$ cat config.mk
export PLATFORM = sky130hd
export DESIGN_NAME = cosim_loopback_array
export DESIGN_NICKNAME = d
export VERILOG_FILES = /design/src/rtl/cosim_loopback_pkg.sv /design/src/rtl/loopback_chan_fifo.sv /design/src/rtl/cosim_loopback_array.sv
export SDC_FILE = /design/constraint.sdc
export NUM_CORES = 1
export LEC_CHECK = 0
export CAP_MARGIN = 10
export CORE_ASPECT_RATIO = 0.8
export CORE_UTILIZATION = 50
export CTS_BUF_LIST = sky130_fd_sc_hd__clkbuf_16
export CTS_CLUSTER_DIAMETER = 150
export CTS_CLUSTER_SIZE = 16
export DETAILED_ROUTE_END_ITERATION = 8
export HOLD_SLACK_MARGIN = 0.02
export PLACE_DENSITY = 0.75
export SYNTH_ARGS = -nofsm -noshare
export SYNTH_HDL_FRONTEND = slang
export SYNTH_SLANG_ARGS = --single-unit
export TNS_END_PERCENT = 1
$ cat constraint.sdc
create_clock -name clk -period 4.5 [get_ports clk]
set_clock_uncertainty 0.15 [all_clocks]
set_input_delay 0.9 -clock clk [delete_from_list [all_inputs] [get_ports clk]]
set_output_delay 0.9 -clock clk [all_outputs]
set_load 0.03 [all_outputs]
$ cat src/rtl/cosim_loopback_pkg.sv
// Shared types and the token transform for the cosim loopback responder.
// Tokens are handled in a MaxTokenW-wide container; callers slice back to their own width.
package cosim_loopback_pkg;

    typedef enum logic [1:0] {
        ECHO   = 2'd0,
        INVERT = 2'd1,
        INCR   = 2'd2,
        PAUSE  = 2'd3
    } loopback_mode_e;

    localparam int unsigned MaxTokenW = 1024;

    // Result bits above 'width' are forced to zero so INCR wraps modulo 2^width.
    function automatic logic [MaxTokenW-1:0] apply_mode(loopback_mode_e mode,
                                                        logic [MaxTokenW-1:0] data,
                                                        int unsigned width);
        logic [MaxTokenW-1:0] mask;
        logic [MaxTokenW-1:0] res;
        mask = '1;
        mask = mask >> (MaxTokenW - width);
        case (mode)
            INVERT:  res = ~data;
            INCR:    res = data + MaxTokenW'(1);
            default: res = data;
        endcase
        return res & mask;
    endfunction

endpackage

$ cat src/rtl/loopback_chan_fifo.sv
// One loopback channel: transform-on-accept, DEPTH-entry FIFO, and token counters.
// No combinational path from the rx side to the tx side.
module loopback_chan_fifo
    import cosim_loopback_pkg::*;
#(
    parameter int unsigned W     = 24,
    parameter int unsigned DEPTH = 4,
    parameter int unsigned CNT_W = 32,
    localparam int unsigned OccW = $clog2(DEPTH + 1),
    localparam int unsigned PtrW = (DEPTH > 1) ? $clog2(DEPTH) : 1
) (
    input  logic             clk,
    input  logic             rstn,
    input  loopback_mode_e   mode,
    input  logic             rxValid,
    output logic             rxReady,
    input  logic [W-1:0]     rxData,
    output logic             txValid,
    input  logic             txReady,
    output logic [W-1:0]     txData,
    output logic [OccW-1:0]  occupancy,
    output logic [CNT_W-1:0] rxCount,
    output logic [CNT_W-1:0] txCount
);

    logic [W-1:0]         mem [DEPTH];
    logic [PtrW-1:0]      wrPtr, rdPtr;
    logic [OccW-1:0]      occ;
    logic [CNT_W-1:0]     rxCnt, txCnt;
    logic                 full, empty, push, pop;
    logic [MaxTokenW-1:0] xformWide;
    logic [W-1:0]         xform;
    logic                 unused_xformHi;

    function automatic logic [PtrW-1:0] nextPtr(logic [PtrW-1:0] p);
        return (p == PtrW'(DEPTH - 1)) ? '0 : p + PtrW'(1);
    endfunction

    assign full    = (occ == OccW'(DEPTH));
    assign empty   = (occ == '0);
    assign rxReady = rstn && !full && (mode != PAUSE);
    assign txValid = !empty;
    assign txData  = empty ? '0 : mem[rdPtr];
    assign push    = rxValid && rxReady;
    assign pop     = txValid && txReady;

    assign xformWide      = apply_mode(mode, MaxTokenW'(rxData), W);
    assign xform          = xformWide[W-1:0];
    assign unused_xformHi = ^xformWide[MaxTokenW-1:W];

    assign occupancy = occ;
    assign rxCount   = rxCnt;
    assign txCount   = txCnt;

    // Storage is not reset; push is held low during reset through rxReady.
    always_ff @(posedge clk) begin
        if (push) begin
            mem[wrPtr] <= xform;
        end
    end

    always_ff @(posedge clk) begin
        if (!rstn) begin
            wrPtr <= '0;
            rdPtr <= '0;
            occ   <= '0;
            rxCnt <= '0;
            txCnt <= '0;
        end else begin
            if (push) begin
                wrPtr <= nextPtr(wrPtr);
                rxCnt <= rxCnt + CNT_W'(1);
            end
            if (pop) begin
                rdPtr <= nextPtr(rdPtr);
                txCnt <= txCnt + CNT_W'(1);
            end
            if (push && !pop) begin
                occ <= occ + OccW'(1);
            end else if (pop && !push) begin
                occ <= occ - OccW'(1);
            end
        end
    end

endmodule

$ cat src/rtl/cosim_loopback_array.sv
// NUM_CH independent loopback channels between a cosim endpoint's DataOut and DataIn pairs.
// Only bus packing lives here; all behaviour is in loopback_chan_fifo.
module cosim_loopback_array
    import cosim_loopback_pkg::*;
#(
    parameter int unsigned NUM_CH         = 2,
    parameter int unsigned TYPE_SIZE_BITS = 24,
    parameter int unsigned DEPTH          = 4,
    parameter int unsigned CNT_W          = 32,
    localparam int unsigned OccW          = $clog2(DEPTH + 1)
) (
    input  logic                             clk,
    input  logic                             rstn,
    input  logic [NUM_CH-1:0]                rx_valid,
    output logic [NUM_CH-1:0]                rx_ready,
    input  logic [NUM_CH*TYPE_SIZE_BITS-1:0] rx_data,
    output logic [NUM_CH-1:0]                tx_valid,
    input  logic [NUM_CH-1:0]                tx_ready,
    output logic [NUM_CH*TYPE_SIZE_BITS-1:0] tx_data,
    input  logic [2*NUM_CH-1:0]              mode,
    output logic [NUM_CH*OccW-1:0]           occupancy,
    output logic [NUM_CH*CNT_W-1:0]          rx_count,
    output logic [NUM_CH*CNT_W-1:0]          tx_count
);

    for (genvar c = 0; c < NUM_CH; c++) begin : gCh
        loopback_chan_fifo #(
            .W     (TYPE_SIZE_BITS),
            .DEPTH (DEPTH),
            .CNT_W (CNT_W)
        ) uChan (
            .clk       (clk),
            .rstn      (rstn),
            .mode      (loopback_mode_e'(mode[2*c +: 2])),
            .rxValid   (rx_valid[c]),
            .rxReady   (rx_ready[c]),
            .rxData    (rx_data[c*TYPE_SIZE_BITS +: TYPE_SIZE_BITS]),
            .txValid   (tx_valid[c]),
            .txReady   (tx_ready[c]),
            .txData    (tx_data[c*TYPE_SIZE_BITS +: TYPE_SIZE_BITS]),
            .occupancy (occupancy[c*OccW +: OccW]),
            .rxCount   (rx_count[c*CNT_W +: CNT_W]),
            .txCount   (tx_count[c*CNT_W +: CNT_W])
        );
    end

endmodule

==> results of run 1 <==
[cells by family after synthesis]
| kind of cell | Yosys count | synth area share, % |
|---|---|---|
| and+or+nand+nor | 561 | 19.55 |
| muxes | 77 | 8.430 |
| AOI/OAI and AO/OA | 296 | 11.46 |
| buffers and inverters | 138 | 3.384 |
| DFF | 338 | 53.41 |
| adders and majority gates | 26 | 2.092 |
| xor gates and xnor gates | 31 | 1.669 |
[final cells by class]
cell class,instances,area (um2)
fill,2505,11950
sequential,338,8688
multi-input combinational,991,7038
timing repair buffer,273,2665
clock buffer,25,625.6
tap,420,525.5
inverter,38,143.9
clock inverter,16,77.57
[sequential cells by signal, summed over array words and instances, names as in the netlist, named ones only]
register and count:
gCh.uChan.mem 192, gCh.uChan.txCount 64, gCh.uChan.rdPtr 4, gCh.uChan.wrPtr 4
gCh.uChan.rxCount 64, gCh.uChan.occupancy 6
[worst reg2reg max path: stages, from the launching register on]
cell,delay [ns]
sky130_fd_sc_hd__dfxtp_1,0.47
sky130_fd_sc_hd__or3b_1,0.50
sky130_fd_sc_hd__nand3_1,0.25
sky130_fd_sc_hd__clkinv_1,0.26
sky130_fd_sc_hd__ha_1,0.28
sky130_fd_sc_hd__inv_1,0.08
sky130_fd_sc_hd__fa_1,0.17
sky130_fd_sc_hd__xor2_1,0.07
sky130_fd_sc_hd__or3_1,0.30
sky130_fd_sc_hd__a21oi_1,0.14
[routing by layer]
layer / track usage, % / part of all wire, % / vias to the layer above
li1: - / - / 6037
met1: 32.83 / 45 / 6249
met2: 36.94 / 46 / 418
met3: 4.370 / 7.5 / 52
met4: 5.092 / 1.8 / 0
met5: 0 / 0 / -
[through the flow]
step,setup slack (ns),hold WS (ns),cell area (um2),util [%],instances
CTS,0.5777,0.3321,19760,62.32,2101
finish,0.6500,0.3256,19760,62.32,2101
floorplan,1.327,0.3041,16270,-,1467
global placement,0.6518,0.3089,19060,60.10,2060
global route,0.5352,0.3616,19760,62.32,2101
detailed placement,0.5665,0.3130,19060,60.10,2060
[power by group through the flow]
stage | clock network (mW) | logic, mW | registers, mW
2_1_floorplan | 0 | 1.38 | 3.58
3_3_place_gp | 0 | 2.21 | 3.56
3_5_place_dp | 0 | 2.24 | 3.57
4_1_cts | 2.12 | 2.25 | 3.50
5_1_grt | 2.23 | 2.38 | 3.51
6_report | 2.06 | 2.22 | 3.50
[placed cells by master (no fill, tap or decap), types with 5 or more instances in the layout]
cell type                         instances
sky130_fd_sc_hd__xor2_1                  13
sky130_fd_sc_hd__o31ai_1                 71
sky130_fd_sc_hd__nand4_1                 49
sky130_fd_sc_hd__or3_1                   29
sky130_fd_sc_hd__mux2i_1                 29
sky130_fd_sc_hd__buf_4                   31
sky130_fd_sc_hd__o211ai_1                 9
sky130_fd_sc_hd__ha_1                    24
sky130_fd_sc_hd__o31a_1                   5
sky130_fd_sc_hd__edfxtp_1               192
sky130_fd_sc_hd__nand2b_1                20
sky130_fd_sc_hd__clkdlybuf4s50_1        241
sky130_fd_sc_hd__nand3_1                 44
sky130_fd_sc_hd__nand2_1                119
sky130_fd_sc_hd__clkbuf_16               25
sky130_fd_sc_hd__and3_1                  16
sky130_fd_sc_hd__and2_1                  22
sky130_fd_sc_hd__inv_1                   48
sky130_fd_sc_hd__or4_1                   63
sky130_fd_sc_hd__a31oi_1                 14
sky130_fd_sc_hd__and4_1                  27
sky130_fd_sc_hd__o21ai_0                 53
sky130_fd_sc_hd__nor2_1                  68
sky130_fd_sc_hd__a21oi_1                106
sky130_fd_sc_hd__mux4_2                  48
sky130_fd_sc_hd__a41oi_1                  9
sky130_fd_sc_hd__dfxtp_1                146
sky130_fd_sc_hd__nor2b_1                 52
sky130_fd_sc_hd__nor4_1                  22
sky130_fd_sc_hd__nor3_1                   9
sky130_fd_sc_hd__xnor2_1                 18
[final timing paths]
path | start | to | slack, ns | cells after the start
worst max-delay path | flop | tx_data[35] | 0.65 | 4
worst min-delay path | gCh[0].uChan.txCount[31] | gCh[0].uChan.txCount[31] | 0.33 | 2
worst max register to register | gCh[1].uChan.occupancy[2] | gCh[1].uChan.occupancy[2] | 1.76 | 9
worst min register to register | gCh[0].uChan.txCount[31] | gCh[0].uChan.txCount[31] | 0.33 | 2
==> impl.org, run 1 <==
** Status
- Status :: finished, final reports clean

** Timing
- Share of the cycle needed by the critical path after routing :: 85.55%
- RSZ-0062 raised after global routing :: false
- Slew headroom :: a little under two fifths
- The count of endpoints failing hold in the final timing report was 0.
- Tmin final :: roughly 3.8 ns
- Highest clock rate :: 259.7 MHz
- At the pin with the least slew margin, the transition time is about 0.95 ns.
- The number of pins exceeding their max-slew limit in the final report was 0.
- Setup violations remaining at the end of the flow were counted as 0.
- For the final routed database, the setup TNS stands at 0 ns.

** GRT
- Global route total overflow :: 0
- Antenna violations before repair :: 0
- In the global route stage, overall resource usage came out at 23.17%.
- The first global-routing pass estimated 63010 um of wire.
- Largest net degree at the start of global routing :: 87
- The number of global-route vias before repair is roughly 12000.

** Finish
- # nets final :: approximately 1800
- The area growth from synthesis to layout is 21.50%.
- 0 antenna diodes ended up in the layout.
- Share of post-route cells with drive strength above 1 :: between 7 and 8%

** Yosys
- The biggest area contributor in the post-synthesis netlist is sky130_fd_sc_hd__edfxtp_1.
- Net Count, Synth :: 1551
- After synthesis the netlist holds a flip-flop and latch count of about 340.
- Synthesis produced a netlist whose cell count is 1467.
- In this run the mean area of a mapped cell was 11.09 um2.
- Distinct cell type count after synthesis :: 62
- Yosys attributes the largest share of cell area to sky130_fd_sc_hd__edfxtp_1 35%, sky130_fd_sc_hd__dfxtp_1 18%, sky130_fd_sc_hd__mux4_2 6.6%.
- The share of synthesized area in the top cell type comes to 35.44%.
- For this run, the leading register cell type out of synthesis is sky130_fd_sc_hd__edfxtp_1.
- The Yosys step of the flow raised 0 warnings.
- Cell with the most instances after synthesis :: sky130_fd_sc_hd__edfxtp_1
- After synthesis, the share of flip-flops with an asynchronous set or reset is 0%.
- Ranked by instance count, the synthesized netlist is headed by 192 x sky130_fd_sc_hd__edfxtp_1, 146 x sky130_fd_sc_hd__dfxtp_1, 119 x sky130_fd_sc_hd__nand2_1.
- After synthesis, flip-flops and latches occupy between 50% and 60% of the total area.
- Synthesized area :: approximately 0.016 mm2
- Counting flops with a built-in enable in the synthesized netlist gives 192.

** Routing
- In the routed design, unresolved DRC markers number 0.
- The first detailed-routing pass took 6 iterations.
- Detailed-route via count :: about 13000
- Antenna-violating nets left :: 0
- In the routed layout, each cell is associated on average with a via count of slightly above 6.
- Routed wire length :: between 30000 and 40000 um
- Average detailed-routed wire length per instance :: 18.66 um
- Initial detailed-routing violation count :: roughly 930

** Worst setup path
- The largest single stage delay on the critical path is 0.93 ns.
- Start-to-end type of the worst setup path :: flop to output port
- Number of buffer and inverter instances along the worst setup path :: 2
- Largest fanout on the critical path :: 17
- For the worst setup path, the data arrival time is roughly 2.8 ns.
- Type of destination of the critical path :: output port
- Among all stages on the critical path, the largest delay is contributed by sky130_fd_sc_hd__dfxtp_1.
- Walking the worst path, the cells encountered are buf_4 -> mux4_2 -> nor2b_1 -> clkdlybuf4s50_1.
- The worst setup path is launched from a flop.
- In this design, the largest share of critical-path delay is due to flip-flops.
- Data on the critical path is required at its endpoint by roughly 3.5 ns.

** CTS
- In this run the number of H-tree levels came out at 1.
- After clock tree synthesis, the clock-pin slew on the worst setup and hold paths is roughly 0.070 ns.
- Number of gates resized after CTS :: 0
- The cell sitting at the root of the clock tree is a sky130_fd_sc_hd__clkbuf_16.
- Number of hold buffers added after CTS :: 0
- Number of clock sinks :: ~340
- # Post-CTS Setup Buffers :: 0
- Longest Clk Path Bufs :: 3
- For the worst-skew pair, the clock arrives at the later sink with an insertion delay of about 0.54 ns.
- Counting the buffers created by CTS gives 25.
- TritonCTS built the clock tree.

** Power and ir drop
- The worst-case IR drop observed on VDD is 421.4 uV.
- Per report_power, the sequential group accounts for between 40% and 50% of the total.
- Net switching power figure :: ~2.4 mW
- Power spread over the standard cell area amounts to 393.4 mW/mm2.
- Gate power share :: between 20% and 30%
- The analysis attributes to cell leakage a power of between 6 and 7 nW.
- The design draws around 7.8 mW.
- Internal power comes to ~5.3 mW.
- Clk pwr share :: 26.5%
- Switching Share :: between 30 and 40%

** Placement
- The congestion estimate from routability-driven global placement came to 0.8314.
- The count of buffers added on input and output ports is ~240.
- HPWL Detailed :: approximately 26000 um

** Floorplan
- The floorplan has a little under 60 rows.
- The floorplan step defined a die boundary enclosing about 0.033 mm2.
- For this design the top-level I/O count stands at ~240.
- Die boundary height :: roughly 160 um
- The die is around 200 um wide.
- For this configuration, the core starts out at a cell density of approximately half.
- Core region area :: between 0.03 and 0.04 mm2

** Flow run
- Max-cap violations in this run came to 0.

** Min path
- Hold Path Class :: flop to flop
No activity file was read; power rests on OpenSTA's default activity.
==> run 2: changes to the inputs <==
--- a/config.mk
+++ b/config.mk
@@ -5,6 +5,7 @@
 export SDC_FILE = /design/constraint.sdc
 export NUM_CORES = 1
 export LEC_CHECK = 0
+export ABC_AREA = 0
 export CAP_MARGIN = 10
 export CORE_ASPECT_RATIO = 0.8
 export CORE_UTILIZATION = 50
==> results of run 2 <==
The final DEF is identical to that of run 1; final timing and power are the same.
==> run 3: changes to the inputs <==
--- a/config.mk
+++ b/config.mk
@@ -14,8 +14,9 @@
 export CTS_CLUSTER_SIZE = 16
 export DETAILED_ROUTE_END_ITERATION = 8
 export HOLD_SLACK_MARGIN = 0.02
-export PLACE_DENSITY = 0.75
+export PLACE_DENSITY = 0.81
 export SYNTH_ARGS = -nofsm -noshare
 export SYNTH_HDL_FRONTEND = slang
+export SYNTH_HIERARCHICAL = 1
 export SYNTH_SLANG_ARGS = --single-unit
 export TNS_END_PERCENT = 1
==> run 3 against run 2 <==
Global-route usage up 0.57 points. Design area up 0.89%. Synthesized area up 1.2%. Register-to-register slack better by 0.07 ns. Sequential power about the same. Critical path type unchanged. Critical endpoint is now tx_data[32].
==> impl.org, run 3 <==
** CTS
- The number of cells upsized or downsized after cts is 0 (unchanged).
- The cts-stage hold buffer count was 0 (unchanged).
- Root Buffer Master :: sky130_fd_sc_hd__clkbuf_16 (unchanged)
- The deepest clock path buffer count was 3 (unchanged).
- Clock transition at path regs :: 0.07 ns (about the same)
- Clock latency on the worst-skew pair :: 0.55 ns (was 0.54 ns)
- The TritonCTS clock tree was yes (unchanged).
- H-tree Lvls :: 1 (unchanged)
- The total number of clock tree sinks was 338 (unchanged).
- Number of CTS-inserted buffers :: 25 (unchanged)
- # Post-CTS Setup Buffers :: 0 (unchanged)

** Placement
- # port buffers :: 243 (unchanged)
- Placed cell count :: 2090 (was 2060)
- Weighted congestion at the end of routability-driven global placement :: 0.8932 (was 0.8314)
- The detailed placement HPWL came to 27870 um (was 26150 um).
- Post-placement worst setup slack :: 0.5771 ns (was 0.5665 ns)

** Finish
- The number of cells in the finished layout apart from fillers is 2134 (was 2101).
- Layout Area Growth over Synthesis :: 21.10% (was 21.50%)
- The number of nets at the end of the flow is 1775 (was 1751).
- The number of fillers in the final layout is 2502 (was 2505).
- The flip-flop count of the largest register, all copies and words added is 192 (unchanged).
- The commonest non-fill, non-tap cell in the layout was sky130_fd_sc_hd__clkdlybuf4s50_1 (unchanged).
- Commonest cells after routing, fill and taps aside :: 241 x sky130_fd_sc_hd__clkdlybuf4s50_1, 192 x sky130_fd_sc_hd__edfxtp_1, 146 x sky130_fd_sc_hd__dfxtp_1 (unchanged)
- The register containing the most flip-flops in the final layout was gCh.uChan/mem (was gCh.uChan.mem).
- The fraction of final layout cells sized beyond drive strength 1 is 7.557% (was 7.198%).
- Ant diodes :: 0 (unchanged)
- Finished Core Util :: 61.39% (was 62.32%)

** Floorplan
- Starting density of the core :: 50.69% (was 51.29%)
- The die height was 164.3 um (was 163.3 um).
- The area of the die is 0.03367 mm2 (was 0.03326 mm2).
- The area of the core was 0.03248 mm2 (was 0.03171 mm2).
- The number of cell rows was 59 (was 58).
- Die W :: 204.9 um (was 203.7 um)
- The count of pins on the block boundary is 244 (unchanged).

** Power and ir drop
- Sequential share of power :: 44.4% (was 45.0%)
- Pwr/cell area :: 393.5 mW/mm2 (was 393.4 mW/mm2)
- Internal power component :: 5.363 mW (was 5.349 mW)
- The net load switching power came to 2.484 mW (was 2.427 mW).
- The standby leakage power came to 6.292 nW (was 6.263 nW).
- The clock power share came to 26.5% (about the same).
- Worst IR Drop VDD :: 285.3 uV (was 421.4 uV)
- Gate power share :: 29.1% (was 28.6%)
- The net switching share of the total power is 31.65% (was 31.21%).

** Yosys
- Most area-hungry cell type in the Yosys netlist :: sky130_fd_sc_hd__edfxtp_1 (unchanged)
- Top cells by area, synth: sky130_fd_sc_hd__edfxtp_1 35%, sky130_fd_sc_hd__dfxtp_1 18%, sky130_fd_sc_hd__mux4_2 6.6% (unchanged).
- The area share of the largest cell type after synthesis is 35.02% (was 35.44%).
- The dominant register cell in the synthesized netlist is sky130_fd_sc_hd__edfxtp_1 (unchanged).
- Distinct cell type count after synthesis :: 64 (was 62)
- The sequential share of the synthesized area is 52.77% (was 53.41%).
- The count of yosys warnings during synthesis was 6 (was 0).
- The share of synthesized flip-flops with an asynchronous set or reset was 0% (unchanged).
- The post-synth net total is 1578 (was 1551).
- The total of flip-flops plus latches after synthesis was 338 (unchanged).
- The most numerous cell in the Yosys netlist was sky130_fd_sc_hd__edfxtp_1 (unchanged).
- The count of flip-flops with a built-in enable after synthesis is 192 (unchanged).
- Synthesized area :: 0.01647 mm2 (was 0.01627 mm2)
- The mean instance size in the synthesized netlist was 11.02 um2 (was 11.09 um2).
- The post-synthesis cell count was 1494 (was 1467).
- Top cell types by occurrence after synthesis: 192 x sky130_fd_sc_hd__edfxtp_1, 146 x sky130_fd_sc_hd__dfxtp_1, 124 x sky130_fd_sc_hd__nand2_1 (was 192 x sky130_fd_sc_hd__edfxtp_1, 146 x sky130_fd_sc_hd__dfxtp_1, 119 x sky130_fd_sc_hd__nand2_1).

** Timing
- Highest clock rate :: 255.9 MHz (was 259.7 MHz)
- Slew headroom :: 24.04% (was 36.90%)
- Tmin final :: 3.907 ns (was 3.850 ns)
- The worst setup slack after layout was 0.5925 ns (was 0.6500 ns).
- Count of final setup violators :: 0 (unchanged)
- The total negative slack for setup checks was 0 ns (unchanged).
- RSZ-0062 raised after global routing :: false (unchanged)
- Final hold violation count :: 0 (unchanged)
- The measured slew at the worst slew-check pin is 1.133 ns (was 0.9465 ns).
- The number of pins exceeding their max-slew limit in the final report was 0 (unchanged).
- Share of the cycle needed by the critical path after routing :: 86.83% (was 85.55%)

** Worst setup path
- Type of destination of the critical path :: output port (unchanged)
- Startpoint types :: flop (unchanged)
- The required arrival time at the worst endpoint is 3.45 ns (about the same).
- The type of the worst setup path is flop to output port (unchanged).
- The worst-path maximum fanout was 13 (was 17).
- The arrival time of the worst setup path was 2.86 ns (was 2.80 ns).

** Routing
- Initial detailed-routing violation count :: 1060 (was 929)
- The residual DRC count was 0 (unchanged).
- Pre-antenna DRT Iters :: 5 (was 6)
- Detailed-route via count :: 13097 (was 12756)
- The count of antenna-violating nets left after detailed routing was 0 (unchanged).
- Via/cell ratio :: 6.137 (was 6.071)
- The aggregate routed wire length is 41100 um (was 39200 um).
- Average detailed-routed wire length per instance :: 19.26 um (was 18.66 um)

** GRT
- The maximum number of pins on one net before global-route repair came to 63 (was 87).
- The global-route wire length before repair is 63720 um (was 63010 um).
- Global route total overflow :: 0 (unchanged)
- The number of global-route vias before repair was 11928 (was 12002).
- Antenna violations before repair :: 0 (unchanged)
- GRT Overall Usage :: 23.74% (was 23.17%)

** Min path
- Hold Path Class :: flop to flop (unchanged)

** Status
- Status: finished, final reports clean (unchanged).

** Flow run
- The max-cap check violation count came to 0 (unchanged).
run 3: layout make-up:
type,instances,area (um2),area share [%]
flip-flops and latches,338,8688,43.57
multi-input cells,1022,7246,36.34
repair buffers,269,2628,13.18
clock buffers,25,625.6,3.137
well taps,427,534.3,2.679
inverters,35,133.9,0.6714
clock inverters,18,85.08,0.4267
run 3: power by group through the flow:
stage / logic [mW] / registers, mW / clock network (mW)
after floorplan: 1.38 / 3.59 / 0
after global placement: 2.25 / 3.55 / 0
after detailed placement: 2.28 / 3.56 / 0
after CTS: 2.29 / 3.49 / 2.13
after global routing: 2.43 / 3.50 / 2.25
final: 2.28 / 3.49 / 2.08
run 3: cell families after synthesis:
| kind of cell | share of synthesized area (%) |
|---|---|
| multiplexers | 8.389 |
| adder cells (fa/ha/maj) | 2.067 |
| buffers and inverters | 3.290 |
| flip-flops | 52.77 |
| XOR/XNOR | 1.808 |
| AND/OR/NAND/NOR | 20.14 |
| AO/OA/AOI/OAI | 11.54 |
run 3: worst paths after layout:
path / cells after the start / end / from / slack [ns]
max: 4 / tx_data[32] / gCh[1].uChan/occupancy[0] / 0.59
min: 2 / gCh[1].uChan/rxCount[21] / gCh[1].uChan/rxCount[21] / 0.34
max reg2reg: 8 / gCh[0].uChan/occupancy[2] / gCh[0].uChan/occupancy[2] / 1.83
min reg2reg: 2 / gCh[1].uChan/rxCount[21] / gCh[1].uChan/rxCount[21] / 0.34
run 3: metal layers:
layer  vias to the layer above  GRT usage [%]  routed length (um)
met5                         -              0                   0
met2                       486          36.89               18760
met1                      6391          33.64               18210
li1                       6144              -                   -
met3                        76          4.067                2795
met4                         0          8.081                1339
run 3: metrics by stage:
step	instance area [um2]	hold WS, ns	power (mW)
after global placement	19210	0.3087	5.798
after CTS	19930	0.3441	7.916
after detailed placement	19210	0.3303	5.842
after global routing	19940	0.3560	8.183
final	19940	0.3401	7.847
after floorplan	16470	0.3041	4.966
run 3: critical path: stages, from the launching register on:
cell and delay [ns]:
sky130_fd_sc_hd__dfxtp_1 0.41, sky130_fd_sc_hd__nor3_2 0.93, sky130_fd_sc_hd__buf_4 0.30, sky130_fd_sc_hd__nor2b_1 0.06, sky130_fd_sc_hd__clkdlybuf4s50_1 0.60
